$ cat config.mk
export PLATFORM = sky130hd
export DESIGN_NAME = traffic_ctrl_multi_flat
export DESIGN_NICKNAME = d
export VERILOG_FILES = /design/src/rtl/traffic_pkg.sv /design/src/rtl/traffic_ctrl_multi_if.sv /design/src/rtl/rr_next_dir.sv /design/src/rtl/traffic_ctrl_multi.sv /design/src/flat_wrapper.sv
export SDC_FILE = /design/constraint.sdc
export NUM_CORES = 1
export LEC_CHECK = 0
export CAP_MARGIN = 10
export CORE_ASPECT_RATIO = 0.7
export CORE_MARGIN = 1
export CORE_UTILIZATION = 30
export CTS_CLUSTER_DIAMETER = 150
export DETAILED_ROUTE_END_ITERATION = 7
export PLACE_DENSITY_LB_ADDON = 0.25
export SLEW_MARGIN = 10
export SYNTH_ARGS = -nofsm -noshare
export SYNTH_HDL_FRONTEND = slang
export SYNTH_SLANG_ARGS = --single-unit
$ cat constraint.sdc
create_clock -name clk -period 4.12 [get_ports clk]
set_input_delay 0.618 -clock clk [delete_from_list [all_inputs] [get_ports clk]]
set_output_delay 0.618 -clock clk [all_outputs]
set_load 0.03 [all_outputs]
$ cat src/rtl/traffic_pkg.sv
// rtl/traffic_pkg.sv - lamp codes and phase encoding shared by the traffic controller
package traffic_pkg;

    localparam logic [1:0] LIGHT_RED    = 2'b00;
    localparam logic [1:0] LIGHT_YELLOW = 2'b01;
    localparam logic [1:0] LIGHT_GREEN  = 2'b10;

    typedef enum logic [1:0] {
        PH_ALLRED = 2'b00,
        PH_GREEN  = 2'b01,
        PH_YELLOW = 2'b10
    } phase_t;

endpackage

$ cat src/rtl/traffic_ctrl_multi_if.sv
// rtl/traffic_ctrl_multi_if.sv - demand/emergency inputs and lamp outputs of the controller
interface traffic_ctrl_multi_if #(
    parameter int NUM_DIR = 4
);
    localparam int DIR_W = $clog2(NUM_DIR);

    logic                   actuated;
    logic [NUM_DIR-1:0]     veh_req;
    logic                   emerg_req;
    logic [DIR_W-1:0]       emerg_dir;
    logic [2*NUM_DIR-1:0]   lights;
    logic [DIR_W-1:0]       cur_dir;
    logic [1:0]             phase;
    logic                   emerg_active;

    // Upstream side: drives demand and pre-emption, observes lamps.
    modport master (
        output actuated, veh_req, emerg_req, emerg_dir,
        input  lights, cur_dir, phase, emerg_active
    );

    // Controller side.
    modport slave (
        input  actuated, veh_req, emerg_req, emerg_dir,
        output lights, cur_dir, phase, emerg_active
    );

endinterface

$ cat src/rtl/rr_next_dir.sv
// rtl/rr_next_dir.sv - picks the approach that receives the next green
module rr_next_dir #(
    parameter  int NUM_DIR = 4,
    localparam int DIR_W   = $clog2(NUM_DIR)
) (
    input  logic [NUM_DIR-1:0] veh_req,
    input  logic [DIR_W-1:0]   cur_dir,
    input  logic               actuated,
    output logic [DIR_W-1:0]   next_dir,
    output logic               found
);

    // Fixed mode always advances by one; actuated mode scans cur+1.. wrapping,
    // so the current owner is only re-granted when nobody else is waiting.
    always_comb begin
        logic [DIR_W-1:0] idx;
        idx      = '0;
        next_dir = cur_dir;
        found    = 1'b0;
        if (!actuated) begin
            next_dir = DIR_W'((int'(cur_dir) + 1) % NUM_DIR);
            found    = 1'b1;
        end else begin
            for (int k = 1; k <= NUM_DIR; k++) begin
                idx = DIR_W'((int'(cur_dir) + k) % NUM_DIR);
                if (!found && veh_req[idx]) begin
                    next_dir = idx;
                    found    = 1'b1;
                end
            end
        end
    end

endmodule

$ cat src/rtl/traffic_ctrl_multi.sv
// rtl/traffic_ctrl_multi.sv - multi-approach traffic light FSM with actuation and pre-emption
module traffic_ctrl_multi
    import traffic_pkg::*;
#(
    parameter int NUM_DIR    = 4,
    parameter int GREEN_CYC  = 20,
    parameter int YELLOW_CYC = 4,
    parameter int ALLRED_CYC = 2
) (
    input  logic               clk,
    input  logic               rst_n,
    traffic_ctrl_multi_if.slave bus
);

    localparam int DIR_W   = $clog2(NUM_DIR);
    localparam int MAX_GY  = (GREEN_CYC > YELLOW_CYC) ? GREEN_CYC : YELLOW_CYC;
    localparam int MAX_CYC = (MAX_GY > ALLRED_CYC) ? MAX_GY : ALLRED_CYC;
    localparam int CNT_W   = (MAX_CYC <= 2) ? 1 : $clog2(MAX_CYC);

    localparam logic [CNT_W-1:0] G_LOAD = CNT_W'(GREEN_CYC - 1);
    localparam logic [CNT_W-1:0] Y_LOAD = CNT_W'(YELLOW_CYC - 1);
    localparam logic [CNT_W-1:0] R_LOAD = CNT_W'(ALLRED_CYC - 1);

    phase_t               state_q, state_d;
    logic [CNT_W-1:0]     cnt_q, cnt_d;
    logic [DIR_W-1:0]     dir_q, dir_d;
    logic [2*NUM_DIR-1:0] lights_q, lights_d;
    logic                 emerg_active_q, emerg_active_d;
    logic [DIR_W-1:0]     rr_dir;
    logic                 rr_found;
    logic                 emerg_valid;
    logic                 emerg_here;
    logic [1:0]           lamp_code;

    // Out-of-range emergency directions are ignored entirely.
    assign emerg_valid = bus.emerg_req && (int'(bus.emerg_dir) < NUM_DIR);
    assign emerg_here  = emerg_valid && (bus.emerg_dir == dir_q);

    rr_next_dir #(
        .NUM_DIR (NUM_DIR)
    ) u_rr_next_dir (
        .veh_req  (bus.veh_req),
        .cur_dir  (dir_q),
        .actuated (bus.actuated),
        .next_dir (rr_dir),
        .found    (rr_found)
    );

    // Next state, phase counter and green owner.
    always_comb begin
        state_d = state_q;
        cnt_d   = cnt_q;
        dir_d   = dir_q;
        case (state_q)
            PH_ALLRED: begin
                // Counter stays at 0 while waiting for demand in actuated mode.
                if (cnt_q != '0) begin
                    cnt_d = cnt_q - 1'b1;
                end else if (emerg_valid) begin
                    state_d = PH_GREEN;
                    dir_d   = bus.emerg_dir;
                    cnt_d   = G_LOAD;
                end else if (rr_found) begin
                    state_d = PH_GREEN;
                    dir_d   = rr_dir;
                    cnt_d   = G_LOAD;
                end
            end
            PH_GREEN: begin
                // A foreign emergency truncates the green; our own freezes it.
                if (emerg_valid && !emerg_here) begin
                    state_d = PH_YELLOW;
                    cnt_d   = Y_LOAD;
                end else if (emerg_here) begin
                    cnt_d = cnt_q;
                end else if (cnt_q == '0) begin
                    state_d = PH_YELLOW;
                    cnt_d   = Y_LOAD;
                end else begin
                    cnt_d = cnt_q - 1'b1;
                end
            end
            PH_YELLOW: begin
                if (cnt_q == '0) begin
                    state_d = PH_ALLRED;
                    cnt_d   = R_LOAD;
                end else begin
                    cnt_d = cnt_q - 1'b1;
                end
            end
            default: begin
                state_d = PH_ALLRED;
                cnt_d   = R_LOAD;
            end
        endcase
    end

    // Lamp decode from next state so lamps switch on the same edge as the phase.
    always_comb begin
        lights_d  = '0;
        lamp_code = LIGHT_RED;
        if (state_d == PH_GREEN) begin
            lamp_code = LIGHT_GREEN;
        end else if (state_d == PH_YELLOW) begin
            lamp_code = LIGHT_YELLOW;
        end
        for (int i = 0; i < NUM_DIR; i++) begin
            if (DIR_W'(i) == dir_d) begin
                lights_d[2*i +: 2] = lamp_code;
            end
        end
        emerg_active_d = (state_d == PH_GREEN) && emerg_valid && (bus.emerg_dir == dir_d);
    end

    // State and registered outputs.
    always_ff @(posedge clk or negedge rst_n) begin
        if (!rst_n) begin
            state_q        <= PH_ALLRED;
            cnt_q          <= R_LOAD;
            dir_q          <= DIR_W'(NUM_DIR - 1);
            lights_q       <= '0;
            emerg_active_q <= 1'b0;
        end else begin
            state_q        <= state_d;
            cnt_q          <= cnt_d;
            dir_q          <= dir_d;
            lights_q       <= lights_d;
            emerg_active_q <= emerg_active_d;
        end
    end

    assign bus.lights       = lights_q;
    assign bus.cur_dir      = dir_q;
    assign bus.phase        = state_q;
    assign bus.emerg_active = emerg_active_q;

endmodule

$ cat src/flat_wrapper.sv
// flat-port wrapper written by rule: the top's interface ports become plain ports
module traffic_ctrl_multi_flat import traffic_pkg::*;
#(
    parameter int NUM_DIR    = 4,
    parameter int GREEN_CYC  = 20,
    parameter int YELLOW_CYC = 4,
    parameter int ALLRED_CYC = 2
)
  (clk, rst_n, bus_actuated, bus_veh_req, bus_emerg_req, bus_emerg_dir, bus_lights, bus_cur_dir, bus_phase, bus_emerg_active);
  traffic_ctrl_multi_if #(.NUM_DIR(NUM_DIR)) bus_i ();
  input  logic clk;
  input  logic rst_n;
  input wire logic [$bits(bus_i.actuated)-1:0] bus_actuated;
  input wire logic [$bits(bus_i.veh_req)-1:0] bus_veh_req;
  input wire logic [$bits(bus_i.emerg_req)-1:0] bus_emerg_req;
  input wire logic [$bits(bus_i.emerg_dir)-1:0] bus_emerg_dir;
  output wire logic [$bits(bus_i.lights)-1:0] bus_lights;
  output wire logic [$bits(bus_i.cur_dir)-1:0] bus_cur_dir;
  output wire logic [$bits(bus_i.phase)-1:0] bus_phase;
  output wire logic [$bits(bus_i.emerg_active)-1:0] bus_emerg_active;
  assign bus_i.actuated = bus_actuated;
  assign bus_i.veh_req = bus_veh_req;
  assign bus_i.emerg_req = bus_emerg_req;
  assign bus_i.emerg_dir = bus_emerg_dir;
  assign bus_lights = bus_i.lights;
  assign bus_cur_dir = bus_i.cur_dir;
  assign bus_phase = bus_i.phase;
  assign bus_emerg_active = bus_i.emerg_active;
  traffic_ctrl_multi #(.NUM_DIR(NUM_DIR), .GREEN_CYC(GREEN_CYC), .YELLOW_CYC(YELLOW_CYC), .ALLRED_CYC(ALLRED_CYC)) u_core (.clk(clk), .rst_n(rst_n), .bus(bus_i));
endmodule
==> flow_summary.toml, run 1 <==
[floorplan]
die_h_um = 53.7
initial_core_util_pct = 32.0
core_area_um2 = 3580
die_area_um2 = 4080
io_pins = 23
rows = 18
fp.dieW_um = 75.9

[worst_setup_path]
cp-start-kind = "primary input"
crit_required_ns = 4.27
worstPathCellList = "clkdlybuf4s50_1 -> or4_1 -> a211oi_1 -> o21ai_0 -> o21ai_1 -> mux2_2"
rrSetupSlack_ns = 1.56
path_max_fanout = 13
crit_path_top_delay_cell = "clkdlybuf4s50_1"
crit_type = "primary input to flip-flop"
r2r_start = "u_core.bus.cur_dir[1]"
crit_path_start = "bus_emerg_req"
critPathArrivalTime_ns = 3.02
crit_path_max_incr_delay_ns = 0.61
cp_num_buf_inv = 1
reg2reg_depth = 5
crit_family = "compound AO/OA/AOI/OAI gates"
reg2reg_to = "u_core.cnt_q[1]"
crit_path_end_kind = "flip-flop"

[global_routing]
grt_overflow_total = 0
grt_util_all_layers_pct = 15.5
first_global_vias = 977
grt_pass1_wl_um = 4610
antenna_found_initial = 0
grt_max_degree = 19

[power_and_ir_drop]
combPwrFrac_pct = 48.3
power_frac_seq_pct = 36.2
switchingPower_uw = 401
powerDensity_nw_per_um2 = 651
clkPwrFrac_pct = 15.5
leakage_nw = 0.597
internal_power_uw = 544
swShare_pct = 42.4
power_uw = 944
ir_drop_uv = 253

[final_layout]
layout.nets = 153
stdcell_area_um2 = 1450
diodes = 0
drive_gt1_share_pct = 10.7
fillers = 344
areaGrowthSynthToFinish_pct = 26.5
finish.utilization_pct = 40.5

[sta]
rsz0062_at_grt = "false"
fin_tns_setup_ns = 0
fin_crit_ns = 2.88
finalHoldViolations = 0
finalSetupViolations = 0
fmax_ghz = 0.348
clock_skew_ns = 0.00776
tightest_slew_ns = 0.822
drv_slew = 0
slew_headroom_pct = 45.0
period_share_pct = 69.8

[clock_tree]
cts_tree = "yes"
clock_path_buffers = 2
insertion_delay_ns = 0.26
ctsHtreeMaxLevel = 1
cts.repair.resized = 0
cts_buffers = 3
path_clk_slew_ns = 0.07
clock-root-buffer = "clkbuf_8"
clock_sinks = 18
hold_buffers = 0
post_cts_buffers = 0

[logic_synthesis]
synth_top_family_by_area = "simple AND/OR/NAND/NOR gates"
yosys.area.top_type = "dfrtp_1"
async_flop_share_pct = 100
synth_fa_ha_area_share_pct = 2.18
synth.top_cell.area_share_pct = 32.8
syn-num-nets = 132
synth-simple-area-share_pct = 28.4
synthTopCellsByCount = "dfrtp_1 (15), nand2_1 (10), inv_1 (8)"
synth-compound-area-share_pct = 17.1
synth_cells = 120
synthMuxAreaShare_pct = 4.80
yosysMostFrequentCell = "dfrtp_1"
synth-seq-area-share_pct = 39.6
synth_warnings = 0
avgSynthCellArea_um2 = 9.55
synthFlopType = "dfrtp_1"
synth_xor_xnor_area_share_pct = 2.29
yosysUniqueCellTypes = 49
synth_edf_count = 0
synth_area_leaders = "dfrtp_1 (33%), dfstp_2 (6.9%), mux2_2 (3.9%), nand2_1 (3.3%), nor2b_1 (2.7%)"
ys_ff_latch = 18
synthesis.area_um2 = 1150

[routing]
vias = 963
drc = 0
wl_um = 2640
first_pass_iters = 4
ant_nets = 0
routedWlPerCell_um = 13.9
first_iter_violations = 35
via_per_inst = 5.07

[placed_design]
place_area_um2 = 1400
portBuffers = 22
dp_hpwl_um = 1870
gp_congestion = 0.778

[worst_hold_path]
worstHoldStart = "u_core.cnt_q[0]"
hold_class = "flip-flop to flip-flop"
min_path_cells = 2
hold_path_end = "u_core.cnt_q[0]"

[outcome]
outcome = "finished clean"

[run]
maxCapViolCount = 0
-- cells by family after synthesis --
| group | Yosys count |
|---|---|
| AND/OR/NAND/NOR | 51 |
| multiplexers | 5 |
| adder cells (fa/ha/maj) | 2 |
| buffers and inverters | 14 |
| flip-flops | 18 |
| XOR/XNOR | 3 |
| AO/OA/AOI/OAI | 27 |
-- state kept, by name (all words and copies together) (netlist names) --
register                 count
u_core.bus.phase             2
u_core.cnt_q                 5
u_core.bus.lights            8
u_core.bus.emerg_active      1
u_core.bus.cur_dir           2
-- stage by stage --
step / worst slack [ns] / hold slack [ns] / instances
2_1_floorplan: 1.76 / 0.322 / 120
3_3_place_gp: 1.08 / 0.505 / 186
3_5_place_dp: 1.02 / 0.502 / 186
4_1_cts: 1.30 / 0.513 / 190
5_1_grt: 1.05 / 0.548 / 190
6_report: 1.24 / 0.512 / 190
-- metal layers --
layer / track usage [%] / wire length, µm / vias to the layer above
met5: 0 / 0 / -
met4: 3.70 / 7 / 0
met3: 5.43 / 155 / 2
met2: 22.6 / 1090 / 23
met1: 21.9 / 1390 / 457
li1: - / - / 481
-- layout by cell type, fill, tap and decap left out, types with 3 or more instances in the layout --
cell,instances
clkbuf_8,4
nor3_1,6
inv_1,8
clkdlybuf4s50_1,22
nor2_1,4
nor3b_1,3
mux2_2,4
nor2b_1,5
dfrtp_1,15
o22ai_1,3
nand2_1,10
dfstp_2,3
o21ai_0,6
-- worst min-delay path: stages, from the launching register on --
cell and delay [ns]:
dfstp_2 0.39, nand2_1 0.05, o21ai_0 0.07
-- worst max-delay path by stage --
stage | end | slack, ns | cells past startpoint
after CTS | u_core.cnt_q[1] | 1.30 | 6
after detailed placement | u_core.cnt_q[1] | 1.02 | 6
after global placement | u_core.cnt_q[1] | 1.08 | 6
after floorplan | u_core.cnt_q[1] | 1.76 | 6
final | u_core.cnt_q[1] | 1.24 | 6
after global routing | u_core.cnt_q[1] | 1.05 | 6
-- cell type report --
type / count / area [µm²] / share of cell area [%]
clock buffer: 4 / 55.1 / 3.80
inverter: 8 / 30.0 / 2.07
multi-input combinational: 88 / 628 / 43.3
sequential: 18 / 454 / 31.3
tap: 50 / 62.6 / 4.31
timing repair buffer: 22 / 220 / 15.2
-- power by group through the flow --
stage	clock, mW	combinational [mW]	sequential, mW
after floorplan	0	0.314	0.354
after global placement	0	0.453	0.341
after detailed placement	0	0.454	0.343
after CTS	0.153	0.458	0.341
after global routing	0.160	0.504	0.358
final	0.146	0.457	0.342
No activity file was read; power rests on OpenSTA's default activity.
==> inputs of run 2 (changes only) <==
- clock period: 4.12 -> 2.5 ns (I/O delays scaled with it)
==> flow_summary.toml, run 2 (same netlist as run 1, synthesis figures left out) <==
[clock_tree]
clock_sinks = 18
clock-root-buffer = "clkbuf_8"
post_cts_buffers = 0
cts_buffers = 3
clock_path_buffers = 2
path_clk_slew_ns = 0.08
ctsHtreeMaxLevel = 1
cts.repair.resized = 0
insertion_delay_ns = 0.26
cts_tree = "yes"
hold_buffers = 0

[final_layout]
drive_gt1_share_pct = 17.3
layout.nets = 163
layout_commonest_cell = "clkdlybuf4s50_1"
final_cells = 200
fillers = 355
diodes = 0
largest_reg_flops = 8
finish.utilization_pct = 42.7
final_cell_mix = "clkdlybuf4s50_1 (22), dfrtp_1 (15), nand2_1 (10), buf_4 (10), inv_1 (8)"
areaGrowthSynthToFinish_pct = 33.3
stdcell_area_um2 = 1530

[routing]
first_iter_violations = 62
via_per_inst = 4.94
m1WireLength_um = 1520
wl_met2_um = 1160
wl_um = 2790
routedWlPerCell_um = 14.0
ant_nets = 0
met3_length_um = 108
drc = 0
first_pass_iters = 4
highest_layer = "met3"
vias = 987

[floorplan]
die_h_um = 53.7
fp.dieW_um = 75.9
core_area_um2 = 3580
die_area_um2 = 4080
initial_core_util_pct = 32.0
io_pins = 23
rows = 18

[placed_design]
place_area_um2 = 1470
place_inst = 196
post-place-ws_ns = -0.0352
dp_hpwl_um = 2040
portBuffers = 22
gp_congestion = 0.771

[global_routing]
grt_pass1_wl_um = 4720
grt_util_all_layers_pct = 15.8
grt_overflow_total = 0
grt_max_degree = 19
antenna_found_initial = 0
first_global_vias = 976

[run]
maxCapViolCount = 0

[sta]
drv_slew = 0
finalSetupViolations = 0
clock_skew_ns = 0.00797
slew_headroom_pct = 47.8
hold_slack_ns = 0.513
finalHoldViolations = 0
period_share_pct = 94.4
fmax_ghz = 0.424
fin_tns_setup_ns = 0
setup_ws_ns = 0.139
rsz0062_at_grt = "false"
tightest_slew_ns = 0.781
fin_crit_ns = 2.36

[power_and_ir_drop]
powerDensity_nw_per_um2 = 1060
ir_drop_uv = 443
power_mw = 1.63
leakage_nw = 0.645

[worst_setup_path]
crit_required_ns = 2.67
path_max_fanout = 9
crit_type = "flip-flop to flip-flop"
crit_path_top_delay_cell = "or4b_4"
worstPathCellList = "inv_1 -> ha_1 -> or4b_4 -> or3_1 -> a2111oi_2 -> or3b_4 -> nor3b_1"
crit_path_max_incr_delay_ns = 0.53
crit_path_end_kind = "flip-flop"
cp-start-kind = "flip-flop"
critPathArrivalTime_ns = 2.53

[worst_hold_path]
hold_class = "flip-flop to flip-flop"

[outcome]
outcome = "finished clean"
[run 2: changes by cell type in the layout (fill, tap and decap cells not counted), sizes merged]
cell  before  now
buf        0   10
[run 2: path summary, 6_finish.rpt]
path	start	end	slack [ns]	depth (start not counted)
setup / recovery	u_core.cnt_q[1]	u_core.bus.lights[7]	0.14	7
hold reg to reg	u_core.cnt_q[0]	u_core.cnt_q[0]	0.51	2
setup reg to reg	u_core.cnt_q[1]	u_core.bus.lights[7]	0.14	7
max in group asynchronous	rst_n	u_core.bus.lights[7]	1.44	1
hold / removal	u_core.cnt_q[0]	u_core.cnt_q[0]	0.51	2
min in group asynchronous	rst_n	u_core.cnt_q[4]	0.57	1
[run 2: final cells by class]
cell class              instances  area (µm²)  area share [%]
clock buffers                   4        55.1            3.60
inverters                       8        30.0            1.97
multi-input cells              88         631            41.3
flip-flops and latches         18         454            29.7
well taps                      50        62.6            4.09
repair buffers                 32         295            19.3
[run 2: critical path: cells and delay by family (launching register included)]
kind | cells | cell delay, ns
adders and majority gates | 1 | 0.19
AOI/OAI and AO/OA | 1 | 0.23
buffers and inverters | 1 | 0.09
DFF | 1 | 0.41
and+or+nand+nor | 4 | 1.36
[run 2: layer usage]
layer	global-route usage [%]	vias to the layer above
met5	0	-
met4	2.16	0
met3	5.43	0
met2	22.9	18
met1	23.0	468
li1	-	501
[run 2: power by group]
part	switching (mW)	internal (mW)
clock network	0.102	0.140
registers	0.154	0.405
logic	0.420	0.404
total	0.676	0.949
